File: src/rtl/etcpu_mmio_timer_if.sv
`default_nettype none
// ============================================================================
// Module   : etcpu_mmio_timer_if
// Purpose  : Core main-memory data bus as seen by an MMIO peripheral.
//            Single-cycle access with no handshake. The core drives chip-select,
//            write-enable, address and write data. The peripheral returns an
//            address-hit indication and combinational read data.
// Signals  : mem_cs     - chip-select from the core
//            mem_wen    - 1 = write, 0 = read
//            mem_addr   - byte address
//            mem_dat_in - write data (memory point of view)
//            sel        - peripheral address hit (drives the system read mux)
//            rd_dat     - combinational read data
// Revision : 1.0 - initial release
// ============================================================================
interface etcpu_mmio_timer_if;
    logic        mem_cs;
    logic        mem_wen;
    logic [31:0] mem_addr;
    logic [31:0] mem_dat_in;
    logic        sel;
    logic [31:0] rd_dat;

    modport master (
        output mem_cs, mem_wen, mem_addr, mem_dat_in,
        input  sel, rd_dat
    );

    modport slave (
        input  mem_cs, mem_wen, mem_addr, mem_dat_in,
        output sel, rd_dat
    );
endinterface
`default_nettype wire

File: src/rtl/etcpu_mmio_timer.sv
`default_nettype none
// ============================================================================
// Module   : etcpu_mmio_timer
// Purpose  : Memory-mapped timer/compare peripheral. It decodes a 32-byte
//            window and holds a prescaled 32-bit up-counter with a compare
//            match, a sticky match flag and a level interrupt. Read data is
//            returned in the same cycle.
// Ports    : clk  - clock
//            rst  - synchronous active-high reset
//            bus  - slave side of the core data bus (see etcpu_mmio_timer_if)
//            irq  - level interrupt, flag & CTRL.irq_en
// Map      : 0x00 CTRL {irq_en, autoreload, en}, 0x04 PRESC, 0x08 COUNT,
//            0x0C COMPARE, 0x10 STATUS {flag} (write 1 to clear),
//            0x14-0x1C read as zero
// Revision : 1.0 - initial release
// ============================================================================
module etcpu_mmio_timer #(
    parameter logic [31:0] BASE_ADDR = 32'hFFFF_0000,
    parameter int          PRESC_W   = 16
) (
    input  wire logic          clk,
    input  wire logic          rst,
    etcpu_mmio_timer_if.slave  bus,
    output logic               irq
);

    localparam logic [2:0] c_off_ctrl    = 3'd0;
    localparam logic [2:0] c_off_presc   = 3'd1;
    localparam logic [2:0] c_off_count   = 3'd2;
    localparam logic [2:0] c_off_compare = 3'd3;
    localparam logic [2:0] c_off_status  = 3'd4;

    logic [2:0]         r_ctrl;
    logic [PRESC_W-1:0] r_presc;
    logic [PRESC_W-1:0] r_pcnt;
    logic [31:0]        r_count;
    logic [31:0]        r_compare;
    logic               r_flag;

    logic        w_sel;
    logic        w_wr;
    logic [2:0]  w_off;
    logic        w_wr_ctrl;
    logic        w_wr_presc;
    logic        w_wr_count;
    logic        w_wr_compare;
    logic        w_wr_status;
    logic        w_en;
    logic        w_tick;
    logic        w_match;
    logic [31:0] w_rd_dat;
    logic        w_unused_bits;

    // Address decode: only bits [31:5] take part in the window match
    assign w_sel        = bus.mem_cs & (bus.mem_addr[31:5] == BASE_ADDR[31:5]);
    assign w_wr         = w_sel & bus.mem_wen;
    assign w_off        = bus.mem_addr[4:2];
    assign w_wr_ctrl    = w_wr & (w_off == c_off_ctrl);
    assign w_wr_presc   = w_wr & (w_off == c_off_presc);
    assign w_wr_count   = w_wr & (w_off == c_off_count);
    assign w_wr_compare = w_wr & (w_off == c_off_compare);
    assign w_wr_status  = w_wr & (w_off == c_off_status);

    // Byte-lane bits and upper write-data bits beyond the register widths
    assign w_unused_bits = ^{bus.mem_addr[1:0], bus.mem_dat_in};

    assign w_en    = r_ctrl[0];
    assign w_tick  = w_en & (r_pcnt == r_presc);
    // The match uses the pre-edge COUNT and COMPARE, so a same-cycle write to
    // either register does not affect this tick's match
    assign w_match = (r_count == r_compare);

    // Prescaler: restarts on any CTRL/PRESC write so the first tick after a
    // (re)configuration always lands PRESC+1 cycles later
    always_ff @(posedge clk) begin
        if (rst) begin
            r_pcnt <= '0;
        end else if (!w_en || w_wr_presc || w_wr_ctrl || w_tick) begin
            r_pcnt <= '0;
        end else begin
            r_pcnt <= r_pcnt + 1'b1;
        end
    end

    always_ff @(posedge clk) begin
        if (rst) begin
            r_ctrl    <= '0;
            r_presc   <= '0;
            r_compare <= 32'hFFFF_FFFF;
        end else begin
            if (w_wr_ctrl)    r_ctrl    <= bus.mem_dat_in[2:0];
            if (w_wr_presc)   r_presc   <= bus.mem_dat_in[PRESC_W-1:0];
            if (w_wr_compare) r_compare <= bus.mem_dat_in;
        end
    end

    // A software write wins over the tick update
    always_ff @(posedge clk) begin
        if (rst) begin
            r_count <= '0;
        end else if (w_wr_count) begin
            r_count <= bus.mem_dat_in;
        end else if (w_tick) begin
            r_count <= (w_match && r_ctrl[1]) ? 32'd0 : r_count + 32'd1;
        end
    end

    // A set from a match wins over a same-cycle write-1-to-clear
    always_ff @(posedge clk) begin
        if (rst) begin
            r_flag <= 1'b0;
        end else if (w_tick && w_match) begin
            r_flag <= 1'b1;
        end else if (w_wr_status && bus.mem_dat_in[0]) begin
            r_flag <= 1'b0;
        end
    end

    always_comb begin
        w_rd_dat = 32'd0;
        if (w_sel && !bus.mem_wen) begin
            case (w_off)
                c_off_ctrl:    w_rd_dat = {29'd0, r_ctrl};
                c_off_presc:   w_rd_dat = 32'(r_presc);
                c_off_count:   w_rd_dat = r_count;
                c_off_compare: w_rd_dat = r_compare;
                c_off_status:  w_rd_dat = {31'd0, r_flag};
                default:       w_rd_dat = 32'd0;
            endcase
        end
    end

    assign bus.sel    = w_sel;
    assign bus.rd_dat = w_rd_dat;
    assign irq        = r_flag & r_ctrl[2];

endmodule
`default_nettype wire

File: src/flat_wrapper.sv
// flat-port wrapper written by rule: the top's interface ports become plain ports
module etcpu_mmio_timer_flat 
#(
    parameter logic [31:0] BASE_ADDR = 32'hFFFF_0000,
    parameter int          PRESC_W   = 16
)
  (clk, rst, irq, bus_mem_cs, bus_mem_wen, bus_mem_addr, bus_mem_dat_in, bus_sel, bus_rd_dat);
  etcpu_mmio_timer_if bus_i ();
  input  wire logic clk;
  input  wire logic rst;
  output logic irq;
  input wire logic [$bits(bus_i.mem_cs)-1:0] bus_mem_cs;
  input wire logic [$bits(bus_i.mem_wen)-1:0] bus_mem_wen;
  input wire logic [$bits(bus_i.mem_addr)-1:0] bus_mem_addr;
  input wire logic [$bits(bus_i.mem_dat_in)-1:0] bus_mem_dat_in;
  output wire logic [$bits(bus_i.sel)-1:0] bus_sel;
  output wire logic [$bits(bus_i.rd_dat)-1:0] bus_rd_dat;
  assign bus_i.mem_cs = bus_mem_cs;
  assign bus_i.mem_wen = bus_mem_wen;
  assign bus_i.mem_addr = bus_mem_addr;
  assign bus_i.mem_dat_in = bus_mem_dat_in;
  assign bus_sel = bus_i.sel;
  assign bus_rd_dat = bus_i.rd_dat;
  etcpu_mmio_timer #(.BASE_ADDR(BASE_ADDR), .PRESC_W(PRESC_W)) u_core (.clk(clk), .rst(rst), .bus(bus_i), .irq(irq));
endmodule
File: config.mk
export PLATFORM = sky130hd
export DESIGN_NAME = etcpu_mmio_timer_flat
export DESIGN_NICKNAME = d
export VERILOG_FILES = /design/src/rtl/etcpu_mmio_timer_if.sv /design/src/rtl/etcpu_mmio_timer.sv /design/src/flat_wrapper.sv
export SDC_FILE = /design/constraint.sdc
export NUM_CORES = 1
export LEC_CHECK = 0
export ABC_AREA = 1
export CAP_MARGIN = 20
export CORE_ASPECT_RATIO = 1.75
export CORE_MARGIN = 2
export CORE_UTILIZATION = 60
export DETAILED_ROUTE_END_ITERATION = 12
export PLACE_DENSITY = 0.91
export SYNTH_ARGS = -nofsm -noshare
export SYNTH_HDL_FRONTEND = slang
export SYNTH_SLANG_ARGS = --single-unit
File: constraint.sdc
create_clock -name clk -period 3 [get_ports clk]
set_input_delay 0.3 -clock clk [delete_from_list [all_inputs] [get_ports clk]]
set_output_delay 0.3 -clock clk [all_outputs]
set_load 0.01 [all_outputs]
; ---- Word-level counts from Yosys, hierarchy flattened
; Cells that the tools add are included.
[totals]
regBits = 100
inputBits = 68
output_inout_bits = 34
wordCells = 44
[op_classes]
addsub = 2
n_eq_ne = 7
n_reduce_logical = 13
bitwise = 9
n_mux = 7
[ops]
columns = operator, n
row1 = case mux 32 bit (5 select lines), 1
row2 = 2-to-1 mux 32 bit, 4
row3 = adder 32 x 1 -> 32 bit (second input constant), 1
row4 = == test 32 bit, 1
row5 = == test 27 bit (second input constant), 1
row6 = adder 16 x 1 -> 16 bit (second input constant), 1
row7 = == test 16 bit, 1
row8 = bitwise AND 1 bit, 9
row9 = == test 3 x 2 -> 1 bit (second input constant), 2
row10 = logical AND 1 bit, 4
row11 = nonzero test 2 bit, 2
row12 = == test 3 x 1 -> 1 bit (second input constant), 1
row13 = == test 3 bit (second input constant), 1
row14 = zero test 3 bit, 1
row15 = logical OR 1 bit, 3
row16 = zero test 1 bit, 2
row17 = 2-to-1 mux 1 bit, 2
row18 = OR reduction 2 bit, 1

; ---- Depth between registers and ports, before layout
[depth]
depth_word = 8
mapped_depth = 13
depth_no_buf = 12

; ---- Worst setup path after synthesis
; Ideal clock, no wire load.
[synth_timing]
path_type = input -> output
start = in bus_mem_addr[10]
end = out bus_rd_dat[13]
t_arrival_ns = 1.481
cell_stages = 8
t_required_ns = 2.700
n_path_buf = 1
setup_slack_ns = 1.219
cell_sequence = nor2_1 nand3_1 nor2_1 nand2_1 nor3_4 nand2_1 clkbuf_1 a31oi_1
[synth_via]
elab_chain_cells = 4
[synth_rtl]
columns = item, line
row1 = from (decl), flat_wrapper.sv:14  ; input wire logic [$bits(bus_i.mem_addr)-1:0] bus_mem_addr;
row2 = == test 27 bit, etcpu_mmio_timer.sv:55  ; assign w_sel = bus.mem_cs & (bus.mem_addr[31:5] == BASE_ADDR[31:5]);
row3 = bitwise AND 1 bit, etcpu_mmio_timer.sv:55
row4 = via bus_sel, flat_wrapper.sv:16  ; output wire logic [$bits(bus_i.sel)-1:0] bus_sel;
row5 = logical AND 1 bit, etcpu_mmio_timer.sv:121  ; if (w_sel && !bus.mem_wen) begin
row6 = 2-to-1 mux 32 bit, etcpu_mmio_timer.sv:121
row7 = to (decl), flat_wrapper.sv:17  ; output wire logic [$bits(bus_i.rd_dat)-1:0] bus_rd_dat;
; The timed path passes the listed nets, and every way through them passes these cells.

; ---- Worst setup path in the final report
[layout_timing]
start = in bus_mem_addr[10]
end = out bus_rd_dat[4]
[layout_via]
elab_chain_cells = 4
[layout_rtl]
columns = item, line
row1 = == test 27 bit, etcpu_mmio_timer.sv:55
row2 = bitwise AND 1 bit, etcpu_mmio_timer.sv:55
row3 = logical AND 1 bit, etcpu_mmio_timer.sv:121
row4 = 2-to-1 mux 32 bit, etcpu_mmio_timer.sv:121
; Every way passes these cells.

==> impl_summary.log <==
INFO  metric insertion_delay = 0.35 ns
INFO  metric synth_fp_nets = 1,195
INFO  metric finalClockSkew = 0.00721 ns
INFO  metric final-instance-count-excl-fill = 1,322
INFO  metric achievable-frequency = 0.355 GHz
INFO  metric ctsRootBufferMaster = clkbuf_16
INFO  metric post_cts_buffers = 0
INFO  metric synth_compound_gate_area_share = 0.105
INFO  metric final_net_count = 1,255
INFO  metric cap_viol_max_count = 0
INFO  metric dp.cells = 1,306
INFO  metric initialDrtViolationCount = 594
INFO  metric power.total = 2.81 mW
INFO  metric main_combinational_cell_family_by_area_after_synthesis = simple AND/OR/NAND/NOR gates
INFO  metric place.gp.congestion = 1.04
INFO  metric groute.usage.overall = 0.331
INFO  metric yosys.cell_types.count = 39
INFO  metric hold_viol_final = 0
INFO  metric count_of_flip_flops_with_a_built_in_enable_after_synthesis = 0
INFO  metric yosys.area_share.simple = 0.408
INFO  metric place.port_buffers = 99
INFO  metric power-per-cell-area = 343 nW/um2
INFO  metric netlist_instances = 1,125
INFO  metric regArea = 2000 um2
INFO  metric critPathLaunchType = input pin
INFO  metric post_cts.resized_instances = 0
INFO  metric cts_tree = yes
INFO  metric postCtsHoldBufs = 0
INFO  metric area.growth.synth_to_final = 18.7%
INFO  metric detailroute.via_count = 7,605
INFO  metric post_synth_mux_area_share = 0
INFO  metric grt_start_max_net_pins = 36
INFO  metric netlist_area = 6910 um2
INFO  metric worstSetupEndpointType = primary output
INFO  metric worst_hold_path_type = reg2reg
INFO  metric multiInputGateArea = 4060 um2
INFO  metric combinationalPowerShare = 0.070
INFO  metric area_inside_the_core_boundary = 11,200 um2
INFO  metric drtPass1Iterations = 5
INFO  metric yosys.area_share.xor_xnor = 0.0710
INFO  metric htree_levels = 3
INFO  metric rrSetupSlack = 0.69 ns
INFO  metric fp.dieH = 146 um
INFO  metric synth_async_sr_flop_share = 0
INFO  metric die_extent_in_x = 85.1 um
INFO  metric design.portCount = 102
INFO  metric share_seq_of_total_power = 0.472
INFO  metric route.detailed.vias_per_inst = 5.75
INFO  metric critPathMaxFanout = 16
INFO  metric slew-limit-headroom = 0.614
INFO  metric synth_adder_area_share = 0.00362
INFO  metric final_layout_size_suffix_gt1_frac = 0.0546
INFO  metric fp.dieArea = 12,400 um2
INFO  metric internal-power = 2.18 mW
INFO  metric route.antenna.remaining_nets = 0
INFO  metric final_max_slew_viol_count = 0
INFO  metric fin_crit = 2.82 ns
INFO  metric detail_route.wl_per_cell = 15.3 um
INFO  metric synth_warnings = 0
INFO  metric p_switching = 628 uW
INFO  metric wire_length_of_the_first_global_routing_pass = 33,800 um
INFO  metric clock_sinks = 100
INFO  metric yosys_most_used_dff = dfxtp_1
INFO  metric row_count = 51
INFO  metric power.share.clock = 0.459
INFO  metric antenna_found_initial = 0
INFO  metric final.period_utilization = 0.939
INFO  metric max_slew.worst_pin.slew = 0.578 ns
INFO  metric synth_area_per_cell = 6.14 um2
INFO  metric criticalPathCategory = in2out
INFO  metric hpwl = 14,800 um
INFO  metric outcome = completed
INFO  metric floorplan.initialDensity = 0.619
INFO  metric crit_required = 2.70 ns
INFO  metric worst-endpoint-arrival = 2.52 ns
INFO  metric n_fill_cell = 917
INFO  metric share_of_the_core_filled_with_cells_in_the_final_layout = 0.735
INFO  metric drt_total_wl = 20,300 um
INFO  metric grt-ovfl-total = 0
INFO  metric flip_flop_and_latch_count_after_synthesis = 100
INFO  metric grt_setup_unrepaired = false
INFO  metric setup-violations-final = 0
INFO  metric number_of_global_route_vias_before_repair = 7,433
INFO  metric antenna_cells = 0
INFO  metric max-vdd-ir-drop = 0.363 mV
INFO  metric sw_share = 0.223
INFO  metric aggregate_negative_setup_slack = 0 ns
INFO  metric synth_sequential_area_ratio = 0.290
INFO  metric holdCritStartpoint = u_core.r_ctrl[2]
INFO  metric total_leakage_power = 3.23 nW
INFO  metric worst_setup_hold_path_clk_slew = 0.07 ns
INFO  metric drc = 0
INFO  metric timing.rr.start = u_core.r_presc[12]
INFO  metric cts_inserted_buffers = 9
INFO  metric setup.worst_path.start = bus_mem_addr[10]
INFO  metric clock_path_buffers = 2
-- worst paths after layout --
path / to / cells after the start
worst max-delay path: bus_rd_dat[4] / 10
worst min-delay path: u_core.r_ctrl[2] / 2
worst min register to register: u_core.r_ctrl[2] / 2
worst max register to register: u_core.r_count[2] / 8
-- state kept, by name, indices dropped and copies added (netlist names) --
name	count
u_core.r_ctrl	3
u_core.r_compare	32
u_core.r_pcnt	16
u_core.r_flag	1
u_core.r_presc	16
u_core.r_count	32
-- routing by layer --
metal / routed length (um) / GRT usage / share of wire
met4: 1080 / 0.209 / 0.053
met2: 10900 / 0.592 / 0.54
met5: 0 / 0 / 0
met3: 1070 / 0.0414 / 0.053
met1: 7200 / 0.357 / 0.36
-- layout make-up --
type / count / share of cell area
clock inverters: 5 / 0.0101
inverters: 134 / 0.0613
well taps: 132 / 0.0201
flip-flops and latches: 100 / 0.244
clock buffers: 11 / 0.0296
multi-input cells: 823 / 0.495
repair buffers: 117 / 0.140
-- cell usage after synthesis, types with 2 or more instances --
cell type / number / area share
nor2_4: 3 / 0.0049
nand3_1: 152 / 0.11
xor2_1: 22 / 0.028
nor3_2: 2 / 0.0029
a22oi_1: 16 / 0.017
o21ai_0: 24 / 0.017
buf_6: 6 / 0.0098
inv_2: 10 / 0.0054
ha_1: 2 / 0.0036
a31oi_1: 14 / 0.013
nor2_2: 7 / 0.0063
nor3_4: 2 / 0.0047
buf_2: 26 / 0.019
nand3b_1: 9 / 0.0098
nand4_1: 16 / 0.014
dfxtp_1: 100 / 0.29
nor3_1: 21 / 0.015
a21oi_1: 59 / 0.043
clkbuf_2: 3 / 0.0022
nor2_1: 101 / 0.055
o21ai_1: 9 / 0.0065
a211oi_1: 2 / 0.0022
o21bai_1: 2 / 0.0022
clkbuf_1: 30 / 0.016
nand2_2: 4 / 0.0036
nand2_1: 308 / 0.17
inv_1: 124 / 0.067
buf_4: 3 / 0.0033
xnor2_1: 34 / 0.043
and3_1: 2 / 0.0018
nor3b_1: 4 / 0.0043
-- worst max-delay path, stage by stage --
cell             delay, ns
clkdlybuf4s50_1       0.42
nor2_1                0.11
nand3_1               0.08
nor2_1                0.17
nand2_1               0.13
nor3_4                0.19
nand2_1               0.11
buf_4                 0.21
a31oi_1               0.22
clkdlybuf4s50_1       0.58
-- metrics by stage --
step / hold slack, ns / setup slack [ns] / instance area [um2]
after floorplan: 0.447 / 1.22 / 6910
after global placement: 0.463 / 0.243 / 7880
after detailed placement: 0.469 / 0.204 / 7880
after CTS: 0.479 / 0.184 / 8200
after global routing: 0.501 / 0.00364 / 8200
final: 0.480 / 0.184 / 8200
-- placed cells by master (no fill, tap or decap), types with 14 or more instances in the layout --
master and count:
a21oi_1 59, a22oi_1 16, a31oi_1 14, buf_4 16, clkdlybuf4s50_1 99, dfxtp_1 100, inv_1 123, nand2_1 308
nand3_1 152, nand4_1 16, nor2_1 101, nor3_1 21, o21ai_0 24, xnor2_1 34, xor2_1 22
-- power groups by stage --
stage | clock network [mW] | logic, mW | registers (mW)
3_5_place_dp | 0 | 0.192 | 1.36
5_1_grt | 1.34 | 0.211 | 1.33
6_report | 1.29 | 0.195 | 1.33
3_3_place_gp | 0 | 0.190 | 1.36
4_1_cts | 1.29 | 0.193 | 1.33
2_1_floorplan | 0 | 0.0651 | 1.36
-- cells by family after synthesis --
group	Yosys count
adder cells (fa/ha/maj)	2
XOR/XNOR	56
buffers and inverters	202
flip-flops	100
AND/OR/NAND/NOR	636
AO/OA/AOI/OAI	129
No activity file was read; power rests on OpenSTA's default activity.
